--- config.mk ---
export PLATFORM = sky130hd
export DESIGN_NAME = matrix_bus_packer_flat
export DESIGN_NICKNAME = d
export VERILOG_FILES = /design/src/rtl/matrix_bus_packer_if.sv /design/src/rtl/matrix_bus_packer.sv /design/src/flat_wrapper.sv
export SDC_FILE = /design/constraint.sdc
export NUM_CORES = 1
export LEC_CHECK = 0
export CAP_MARGIN = 20
export CORE_AREA = 4 4 147 149
export CTS_BUF_LIST = sky130_fd_sc_hd__clkbuf_4 sky130_fd_sc_hd__clkbuf_8 sky130_fd_sc_hd__clkbuf_16
export DETAILED_ROUTE_END_ITERATION = 12
export DIE_AREA = 0 0 151 153
export GPL_TIMING_DRIVEN = 0
export MAX_ROUTING_LAYER = met4
export PLACE_DENSITY = 0.92
export SETUP_SLACK_MARGIN = 0.2
export SKIP_CTS_REPAIR_TIMING = 1
export SYNTH_ARGS = -nofsm -noshare
export SYNTH_HDL_FRONTEND = slang
export SYNTH_SLANG_ARGS = --single-unit
--- constraint.sdc ---
create_clock -name clk -period 8 [get_ports clk]
set_input_delay 0.8 -clock clk [delete_from_list [all_inputs] [get_ports clk]]
set_output_delay 0.8 -clock clk [all_outputs]
set_load 0.02 [all_outputs]
--- src/rtl/matrix_bus_packer_if.sv ---
// Element-stream and packed-bus signals of the matrix operand packer.
// slave: packer side. master: element source plus multiplier side.
interface matrix_bus_packer_if #(
  parameter int DIM    = 4,
  parameter int ELEM_W = 16
);
  localparam int BUS_W = DIM * DIM * ELEM_W;
  localparam int CNT_W = $clog2(DIM * DIM) + 1;

  // Both streams transfer on a rising edge where valid && ready are high.
  // valid must not depend on ready, and data is held while valid waits for ready.
  logic [ELEM_W-1:0] elem_in;
  logic              elem_valid;
  logic              elem_ready;
  logic [BUS_W-1:0]  bus_out;
  logic              bus_valid;
  logic              bus_ready;
  logic              bus_is_b;
  logic              pair_done;
  logic [CNT_W-1:0]  elem_count;

  modport slave (
    input  elem_in, elem_valid, bus_ready,
    output elem_ready, bus_out, bus_valid, bus_is_b, pair_done, elem_count
  );

  modport master (
    output elem_in, elem_valid, bus_ready,
    input  elem_ready, bus_out, bus_valid, bus_is_b, pair_done, elem_count
  );
endinterface

--- src/rtl/matrix_bus_packer.sv ---
// Packs DIM*DIM streamed elements into one bus word and presents operand A, then B.
// Define TRANSPOSE_EN to accept column-major input while keeping row-major packing.
module matrix_bus_packer #(
  parameter int DIM    = 4,
  parameter int ELEM_W = 16
) (
  input  logic                clk,
  input  logic                rst,
  input  logic                clr,
  matrix_bus_packer_if.slave  io,
  output logic                dbg_state
);
  localparam int BUS_W = DIM * DIM * ELEM_W;
  localparam int CNT_W = $clog2(DIM * DIM) + 1;
  localparam logic [CNT_W-1:0] LAST  = CNT_W'(DIM * DIM - 1);
  localparam logic [CNT_W-1:0] DIM_C = CNT_W'(DIM);

  typedef enum logic {
    FILL = 1'b0,
    SEND = 1'b1
  } state_t;

  state_t             state_q, state_d;
  logic [CNT_W-1:0]   count_q, count_d;
  logic [BUS_W-1:0]   bus_q, bus_d;
  logic               is_b_q, is_b_d;
  logic               pair_done_q, pair_done_d;
  logic [CNT_W-1:0]   slot;
  logic               elem_acc;
  logic               bus_acc;
  logic               elem_ready;
  logic               bus_valid;

  // State register
  always_ff @(posedge clk) begin
    if (rst) state_q <= FILL;
    else     state_q <= state_d;
  end

  // Next-state logic; clr wins over both handshakes
  always_comb begin
    state_d = state_q;
    if (clr) begin
      state_d = FILL;
    end else begin
      case (state_q)
        FILL:    if (elem_acc && count_q == LAST) state_d = SEND;
        SEND:    if (bus_acc) state_d = FILL;
        default: state_d = FILL;
      endcase
    end
  end

  // FSM outputs
  always_comb begin
    elem_ready = 1'b0;
    bus_valid  = 1'b0;
    case (state_q)
      FILL:    elem_ready = 1'b1;
      SEND:    bus_valid  = 1'b1;
      default: elem_ready = 1'b0;
    endcase
  end

  assign elem_acc = io.elem_valid && elem_ready && !clr;
  assign bus_acc  = bus_valid && io.bus_ready && !clr;

`ifdef TRANSPOSE_EN
  // Column-major arrival: element k is (row = k%DIM, col = k/DIM).
  always_comb begin
    slot = (count_q % DIM_C) * DIM_C + (count_q / DIM_C);
  end
`else
  always_comb begin
    slot = count_q;
  end
`endif

  always_comb begin
    count_d     = count_q;
    bus_d       = bus_q;
    is_b_d      = is_b_q;
    pair_done_d = 1'b0;
    if (clr) begin
      count_d = '0;
      is_b_d  = 1'b0;
    end else begin
      if (elem_acc) begin
        bus_d[slot*ELEM_W +: ELEM_W] = io.elem_in;
        count_d = (count_q == LAST) ? '0 : count_q + CNT_W'(1);
      end
      if (bus_acc) begin
        is_b_d      = !is_b_q;
        pair_done_d = is_b_q;
      end
    end
  end

  // bus_q is not cleared between matrices: every slot is rewritten before SEND.
  always_ff @(posedge clk) begin
    if (rst) begin
      count_q     <= '0;
      bus_q       <= '0;
      is_b_q      <= 1'b0;
      pair_done_q <= 1'b0;
    end else begin
      count_q     <= count_d;
      bus_q       <= bus_d;
      is_b_q      <= is_b_d;
      pair_done_q <= pair_done_d;
    end
  end

  assign io.elem_ready = elem_ready;
  assign io.bus_valid  = bus_valid;
  assign io.bus_out    = bus_q;
  assign io.bus_is_b   = is_b_q;
  assign io.pair_done  = pair_done_q;
  assign io.elem_count = count_q;
  assign dbg_state     = state_q;
endmodule

--- src/flat_wrapper.sv ---
// flat-port wrapper written by rule: the top's interface ports become plain ports
module matrix_bus_packer_flat 
#(
  parameter int DIM    = 4,
  parameter int ELEM_W = 16
)
  (clk, rst, clr, dbg_state, io_elem_in, io_elem_valid, io_bus_ready, io_elem_ready, io_bus_out, io_bus_valid, io_bus_is_b, io_pair_done, io_elem_count);
  matrix_bus_packer_if #(.DIM(DIM), .ELEM_W(ELEM_W)) io_i ();
  input  logic clk;
  input  logic rst;
  input  logic clr;
  output logic dbg_state;
  input wire logic [$bits(io_i.elem_in)-1:0] io_elem_in;
  input wire logic [$bits(io_i.elem_valid)-1:0] io_elem_valid;
  input wire logic [$bits(io_i.bus_ready)-1:0] io_bus_ready;
  output wire logic [$bits(io_i.elem_ready)-1:0] io_elem_ready;
  output wire logic [$bits(io_i.bus_out)-1:0] io_bus_out;
  output wire logic [$bits(io_i.bus_valid)-1:0] io_bus_valid;
  output wire logic [$bits(io_i.bus_is_b)-1:0] io_bus_is_b;
  output wire logic [$bits(io_i.pair_done)-1:0] io_pair_done;
  output wire logic [$bits(io_i.elem_count)-1:0] io_elem_count;
  assign io_i.elem_in = io_elem_in;
  assign io_i.elem_valid = io_elem_valid;
  assign io_i.bus_ready = io_bus_ready;
  assign io_elem_ready = io_i.elem_ready;
  assign io_bus_out = io_i.bus_out;
  assign io_bus_valid = io_i.bus_valid;
  assign io_bus_is_b = io_i.bus_is_b;
  assign io_pair_done = io_i.pair_done;
  assign io_elem_count = io_i.elem_count;
  matrix_bus_packer #(.DIM(DIM), .ELEM_W(ELEM_W)) u_core (.clk(clk), .rst(rst), .clr(clr), .io(io_i), .dbg_state(dbg_state));
endmodule
==> results of run 1 <==
[placed cells by master, fill, tap and decap left out, types with 11 or more instances in the layout]
cell type / Yosys / routed
mux2i_1: 192 / 192
buf_2: 17 / 17
clkdlybuf4s50_1: 0 / 275
a31o_2: 33 / 33
nand3_1: 47 / 47
nor2_1: 13 / 13
nor3_1: 34 / 34
dfxtp_1: 264 / 264
o211ai_1: 11 / 11
clkbuf_16: 0 / 27
a21oi_1: 16 / 16
a32o_1: 17 / 17
clkbuf_1: 53 / 53
nand2_1: 244 / 244
nand4_1: 13 / 13
[state kept, by name (all words and copies together), names as in the netlist]
name / flops
u_core.io.bus_out: 256
u_core.io.bus_is_b: 1
u_core.dbg_state: 1
u_core.io.pair_done: 1
u_core.io.elem_count: 5
[cell families (layout without fill, tap and decap cells)]
| family | after synthesis | count (layout) | synth area share (%) |
|---|---|---|---|
| simple gates | 391 | 391 | 17.1 |
| flops | 264 | 264 | 50.9 |
| mux | 192 | 192 | 18.5 |
| buf+inv | 104 | 427 | 4.87 |
| compound gates | 99 | 99 | 8.07 |
| fa+ha+maj | 3 | 3 | 0.361 |
| xor+xnor | 2 | 2 | 0.169 |
[report_power, final]
part | switching (mW) | internal (mW)
Clock | 0.523 | 0.758
Sequential | 0.00237 | 1.32
Combinational | 0.0884 | 0.0272
Total | 0.614 | 2.10
[worst max-delay path by stage]
| stage | endpoint | startpoint | slack, ps | depth (start not counted) |
|---|---|---|---|---|
| 3_3_place_gp | u_core.io.bus_out[207] | u_core.io.elem_count[0] | 4020 | 12 |
| 4_1_cts | u_core.io.bus_out[203] | u_core.io.elem_count[0] | 3800 | 12 |
| 2_1_floorplan | u_core.io.bus_out[198] | u_core.io.elem_count[0] | 4590 | 12 |
| 3_5_place_dp | u_core.io.bus_out[204] | u_core.io.elem_count[0] | 3900 | 12 |
| 5_1_grt | u_core.io.bus_out[203] | u_core.io.elem_count[0] | 3550 | 12 |
| 6_report | u_core.io.bus_out[203] | u_core.io.elem_count[0] | 3720 | 12 |
[layout make-up]
type	instances	area, um2	share of cell area (%)
flip-flops and latches	264	5290	36.7
multi-input cells	687	4590	31.9
repair buffers	275	2750	19.1
clock buffers	37	795	5.52
plain buffers	99	487	3.38
well taps	270	338	2.35
clock inverters	11	113	0.783
inverters	5	18.8	0.130
[worst reg2reg max path, cell delays in order, from the launching register on]
cell and delay, ps:
dfxtp_1 470, buf_2 260, buf_1 470, inv_1 180, ha_1 230, buf_2 170, nor3b_1 180, ha_1 330
nor2b_1 310, nand3_1 230, a2111oi_4 810, buf_6 280, mux2i_1 270
[routing by layer]
layer / part of all wire (%) / vias up / wire length (um) / GRT usage, %
met5: 0 / - / 0 / -
met4: 5.1 / 0 / 1820 / 13.9
met3: 7.6 / 119 / 2730 / 5.66
met2: 47 / 486 / 16900 / 49.0
met1: 40 / 4602 / 14300 / 37.4
li1: - / 4274 / - / -
[metrics by stage]
step                      power, mW  cell area [um2]  instances
after floorplan                1.41            10400       1055
after global placement         1.46            13500       1600
after detailed placement       1.46            13500       1600
after CTS                      2.72            14400       1648
after global routing           2.78            14400       1648
final                          2.72            14400       1648
==> impl_metrics.tcl, run 1 <==
set metrics [dict create \
    status "complete, no violations" \
    drc 0 \
    dpl.hpwl_mm 25.7 \
    start_util_pct 51.5 \
    arrival_ps 4710 \
    crit_chain "buf_2 -> buf_1 -> inv_1 -> ha_1 -> buf_2 -> nor3b_1 -> ha_1 -> nor2b_1 -> nand3_1 -> a2111oi_4 -> buf_6 -> mux2i_1" \
    slew_headroom_pct 46.7 \
    slew_violations 0 \
    synthTopCellsByCount "dfxtp_1, nand2_1, mux2i_1" \
    holdPathEnd "u_core.io.bus_out[1]" \
    hp-class "reg2reg" \
    route.vias.total 9481 \
    synth-seq-area-share_pct 50.9 \
    grt_start_max_net_pins 15 \
    first_pass_iters 6 \
    cpMaxStageDelayCell "a2111oi_4" \
    synth.area.top_cells "dfxtp_1, mux2i_1, nand2_1" \
    max_stage_delay_ps 810 \
    fp.dieArea_um2 23100 \
    cts_root_buffer "clkbuf_16" \
    reg2reg_depth 12 \
    ys.flop_type "dfxtp_1" \
    worstHoldStart "u_core.io.bus_out[1]" \
    layout-drive-gt1-share_pct 10.1 \
    htree_levels 1 \
    period_needed_ps 4280 \
    grt_pass1_wl_mm 54.0 \
    fillers 1444 \
    hold_ws_ps 456 \
    max_cap_viol_count 0 \
    clk_path_buf_depth 3 \
    synthesis.nets 1079 \
    peakVddDrop_mv 0.148 \
    drtIter0Drc 651 \
    grt_usage_pct 30.6 \
    num_rows 52 \
    clock-sinks 264 \
    final-setup-viol-count 0 \
    finalHoldViolCount 0 \
    reg2reg_to "u_core.io.bus_out[203]" \
    avgSynthCellArea_um2 9.84 \
    crit_family "buffers and inverters" \
    boundaryPins 287 \
    min_path_cells 2 \
    grt_pass1_vias 9497 \
    antenna_found_initial 0 \
    worstSetupEndpointType "register" \
    worstMarginPinSlew_ps 800 \
    netlist_area_um2 10400 \
    setup_ws_ps 3720 \
    gp_congestion 0.941 \
    synth_warnings 0 \
    wl_mm 35.8 \
    synthToLayoutAreaGrowth_pct 38.5 \
    yosysTopAreaCellShare_pct 50.9 \
    pre_cts_slack_ps 3900 \
    total_leakage_power_nw 5.79 \
    clk_pin_slew_worst_paths_ps 60 \
    ys_ff_latch 264 \
    tns_ps 0 \
    fp.dieW_um 151 \
    yosysMostFrequentCell "dfxtp_1" \
    grt_setup_unrepaired "no" \
    n_antenna_cell 0 \
    core_region_area_um2 20200 \
    synth_top_area_cell "dfxtp_1" \
    cts_buffers 27 \
    synthArstFlopShare_pct 0 \
    crit_type "reg2reg" \
    path_buf_inv 5 \
    wl_per_cell_um 21.7 \
    overflow 0 \
    r2r_start "u_core.io.elem_count[0]" \
    io_buffers 275 \
    timing.fmax_mhz 234 \
    clkLatencyLatePin_ps 530 \
    start_kind "register" \
    utilization_pct 71.3 \
    crit_fanout 10 \
    powerDensity_nw_per_um2 189 \
    nets 1383 \
    reg2reg_slack_ps 3720 \
    fp.dieH_um 153 \
    syn_inst 1055 \
    required_ps 8430 \
    synth_edf_count 0 \
    synth.distinct_cells 54 \
    postRouteAntennaNets 0 \
    clock_skew_ps 16.1 \
    vias_per_cell 5.75 \
    finalCritPeriodShare_pct 53.5 \
    cts_tree "yes" \
]
Power figures use the tool's default switching activity.
==> run 2, diff against run 1 <==
--- a/config.mk
+++ b/config.mk
@@ -6,13 +6,13 @@
 export NUM_CORES = 1
 export LEC_CHECK = 0
 export CAP_MARGIN = 20
-export CORE_AREA = 4 4 147 149
+export CORE_AREA = 4 4 161 163
 export CTS_BUF_LIST = sky130_fd_sc_hd__clkbuf_4 sky130_fd_sc_hd__clkbuf_8 sky130_fd_sc_hd__clkbuf_16
 export DETAILED_ROUTE_END_ITERATION = 12
-export DIE_AREA = 0 0 151 153
+export DIE_AREA = 0 0 165 167
 export GPL_TIMING_DRIVEN = 0
 export MAX_ROUTING_LAYER = met4
-export PLACE_DENSITY = 0.92
+export PLACE_DENSITY = 0.83
 export SETUP_SLACK_MARGIN = 0.2
 export SKIP_CTS_REPAIR_TIMING = 1
 export SYNTH_ARGS = -nofsm -noshare
==> constraint.sdc (replaced) <==
create_clock -name clk -period 3.9 [get_ports clk]
set_input_delay 0.39 -clock clk [delete_from_list [all_inputs] [get_ports clk]]
set_output_delay 0.39 -clock clk [all_outputs]
set_load 0.02 [all_outputs]
==> run 2 against run 1 <==
Effect of this change:
- clock skew down 6.5 ps
- wire length up 1.4%
- critical path depth up 1
- via count down 2.1%
- sequential power up 110%
- first-iteration DRC count up 0.77%
- non-clock buffer count up 6
- critical endpoint is now u_core.io.bus_out[142]
- largest cell class unchanged
- largest power group unchanged
- highest routed layer unchanged
==> impl_metrics.tcl, run 2 (same netlist as run 1, synthesis figures left out) <==
set metrics [dict create \
    status "complete, no violations" \
    path_buf_inv 6 \
    timing.fmax_mhz 286 \
    grt_usage_pct 26.1 \
    gp_congestion 0.907 \
    period_needed_ps 3500 \
    drc 0 \
    arrival_ps 3950 \
    worstMarginPinSlew_ps 819 \
    cts_tree "yes" \
    layout-drive-gt1-share_pct 10.8 \
    total_leakage_power_nw 5.82 \
    hp-class "in2reg" \
    start_kind "register" \
    largest_register_ffs 256 \
    layout.cells.non_filler 1710 \
    powerDensity_nw_per_um2 383 \
    drtIter0Drc 656 \
    r2r_start "u_core.io.elem_count[0]" \
    clk_path_buf_depth 3 \
    fp.dieArea_um2 27600 \
    io_buffers 275 \
    postRouteAntennaNets 0 \
    finalCritPeriodShare_pct 89.8 \
    utilization_pct 59.6 \
    peakVddDrop_mv 0.260 \
    num_rows 57 \
    layout_common_cells "clkdlybuf4s50_1, dfxtp_1, nand2_1" \
    vias_per_cell 5.43 \
    fp.dieW_um 165 \
    htree_levels 1 \
    fillers 2070 \
    clk_pin_slew_worst_paths_ps 60 \
    nets 1389 \
    start_util_pct 42.7 \
    route.vias.total 9285 \
    final-setup-viol-count 0 \
    finalHoldViolCount 0 \
    pre_cts_slack_ps -200 \
    max_cap_viol_count 0 \
    required_ps 4350 \
    cts_root_buffer "clkbuf_16" \
    core_region_area_um2 24300 \
    crit_chain "buf_2 -> clkbuf_4 -> inv_1 -> ha_1 -> buf_2 -> nor3b_1 -> ha_1 -> nor2b_2 -> nand3_1 -> or4_1 -> buf_6 -> buf_6 -> mux2i_1" \
    crit_fanout 10 \
    wl_mm 36.3 \
    grt_pass1_vias 9221 \
    wl_per_cell_um 21.2 \
    slew_violations 0 \
    grt_pass1_wl_mm 54.4 \
    cpMaxStageDelayCell "or4_1" \
    worstHoldStart "io_elem_in[11]" \
    crit_type "reg2reg" \
    dp.cells 1654 \
    synthToLayoutAreaGrowth_pct 39.7 \
    boundaryPins 287 \
    grt_setup_unrepaired "no" \
    clock_skew_ps 9.61 \
    crit_start "u_core.io.elem_count[0]" \
    clkLatencyLatePin_ps 540 \
    dpl.hpwl_mm 26.5 \
    final_common_cell "clkdlybuf4s50_1" \
    fp.dieH_um 167 \
    slew_headroom_pct 45.2 \
    hold_ws_ps 351 \
    clock-sinks 264 \
    first_pass_iters 7 \
    worstSetupEndpointType "register" \
    grt_start_max_net_pins 14 \
    setup_ws_ps 399 \
    antenna_found_initial 1 \
    cts_buffers 27 \
    max_stage_delay_ps 590 \
    overflow 0 \
    crit_family "simple AND/OR/NAND/NOR gates" \
]
run 2: cell types whose count changed in the layout (fill, tap and decap cells not counted), sizes merged:
cell / delta
buf: +5
clkbuf: +5
clkinv: -4
clkinvlp: +2
bufinv: -1
diode: +1
run 2: path summary, 6_finish.rpt:
check                                              end  slack [ps]  cells past startpoint
worst min-delay path            u_core.io.bus_out[251]         350                      2
worst max register to register  u_core.io.bus_out[142]         400                     13
worst max-delay path            u_core.io.bus_out[142]         400                     13
worst min register to register    u_core.io.bus_out[2]         450                      2
run 2: area by class of cell:
class / count / area, um2 / area share (%)
Timing Repair Buffer: 281 / 2800 / 19.3
Multi-Input combinational cell: 687 / 4600 / 31.7
Buffer: 99 / 493 / 3.40
Clock buffer: 41 / 831 / 5.73
Antenna cell: 1 / 2.50 / 0.0173
Clock inverter: 8 / 73.8 / 0.509
Sequential cell: 264 / 5290 / 36.4
Tap cell: 324 / 405 / 2.79
Inverter: 5 / 18.8 / 0.129
run 2: layer usage:
metal,GRT usage [%],part of all wire [%],vias up
li1,-,-,4302
met1,32.2,42,4507
met2,40.9,46,370
met3,5.31,7.0,106
met4,12.1,5.1,0
met5,-,0,-
run 2: per-stage QoR:
stage,TNS (ps),power [mW],area [um2]
2_1_floorplan,0,2.89,10400
3_3_place_gp,-1050,3.00,13500
3_5_place_dp,-1790,3.00,13500
4_1_cts,-2340,5.58,14400
5_1_grt,0,5.71,14500
6_report,0,5.55,14500
run 2: report_power, final:
| group | internal (mW) | switching [mW] | total, mW | leakage, nW |
|---|---|---|---|---|
| Combinational | 0.0563 | 0.183 | 0.239 | 3.24 |
| Sequential | 2.70 | 0.00468 | 2.71 | 2.13 |
| Clock | 1.53 | 1.07 | 2.60 | 0.452 |
| Total | 4.29 | 1.26 | 5.55 | 5.82 |
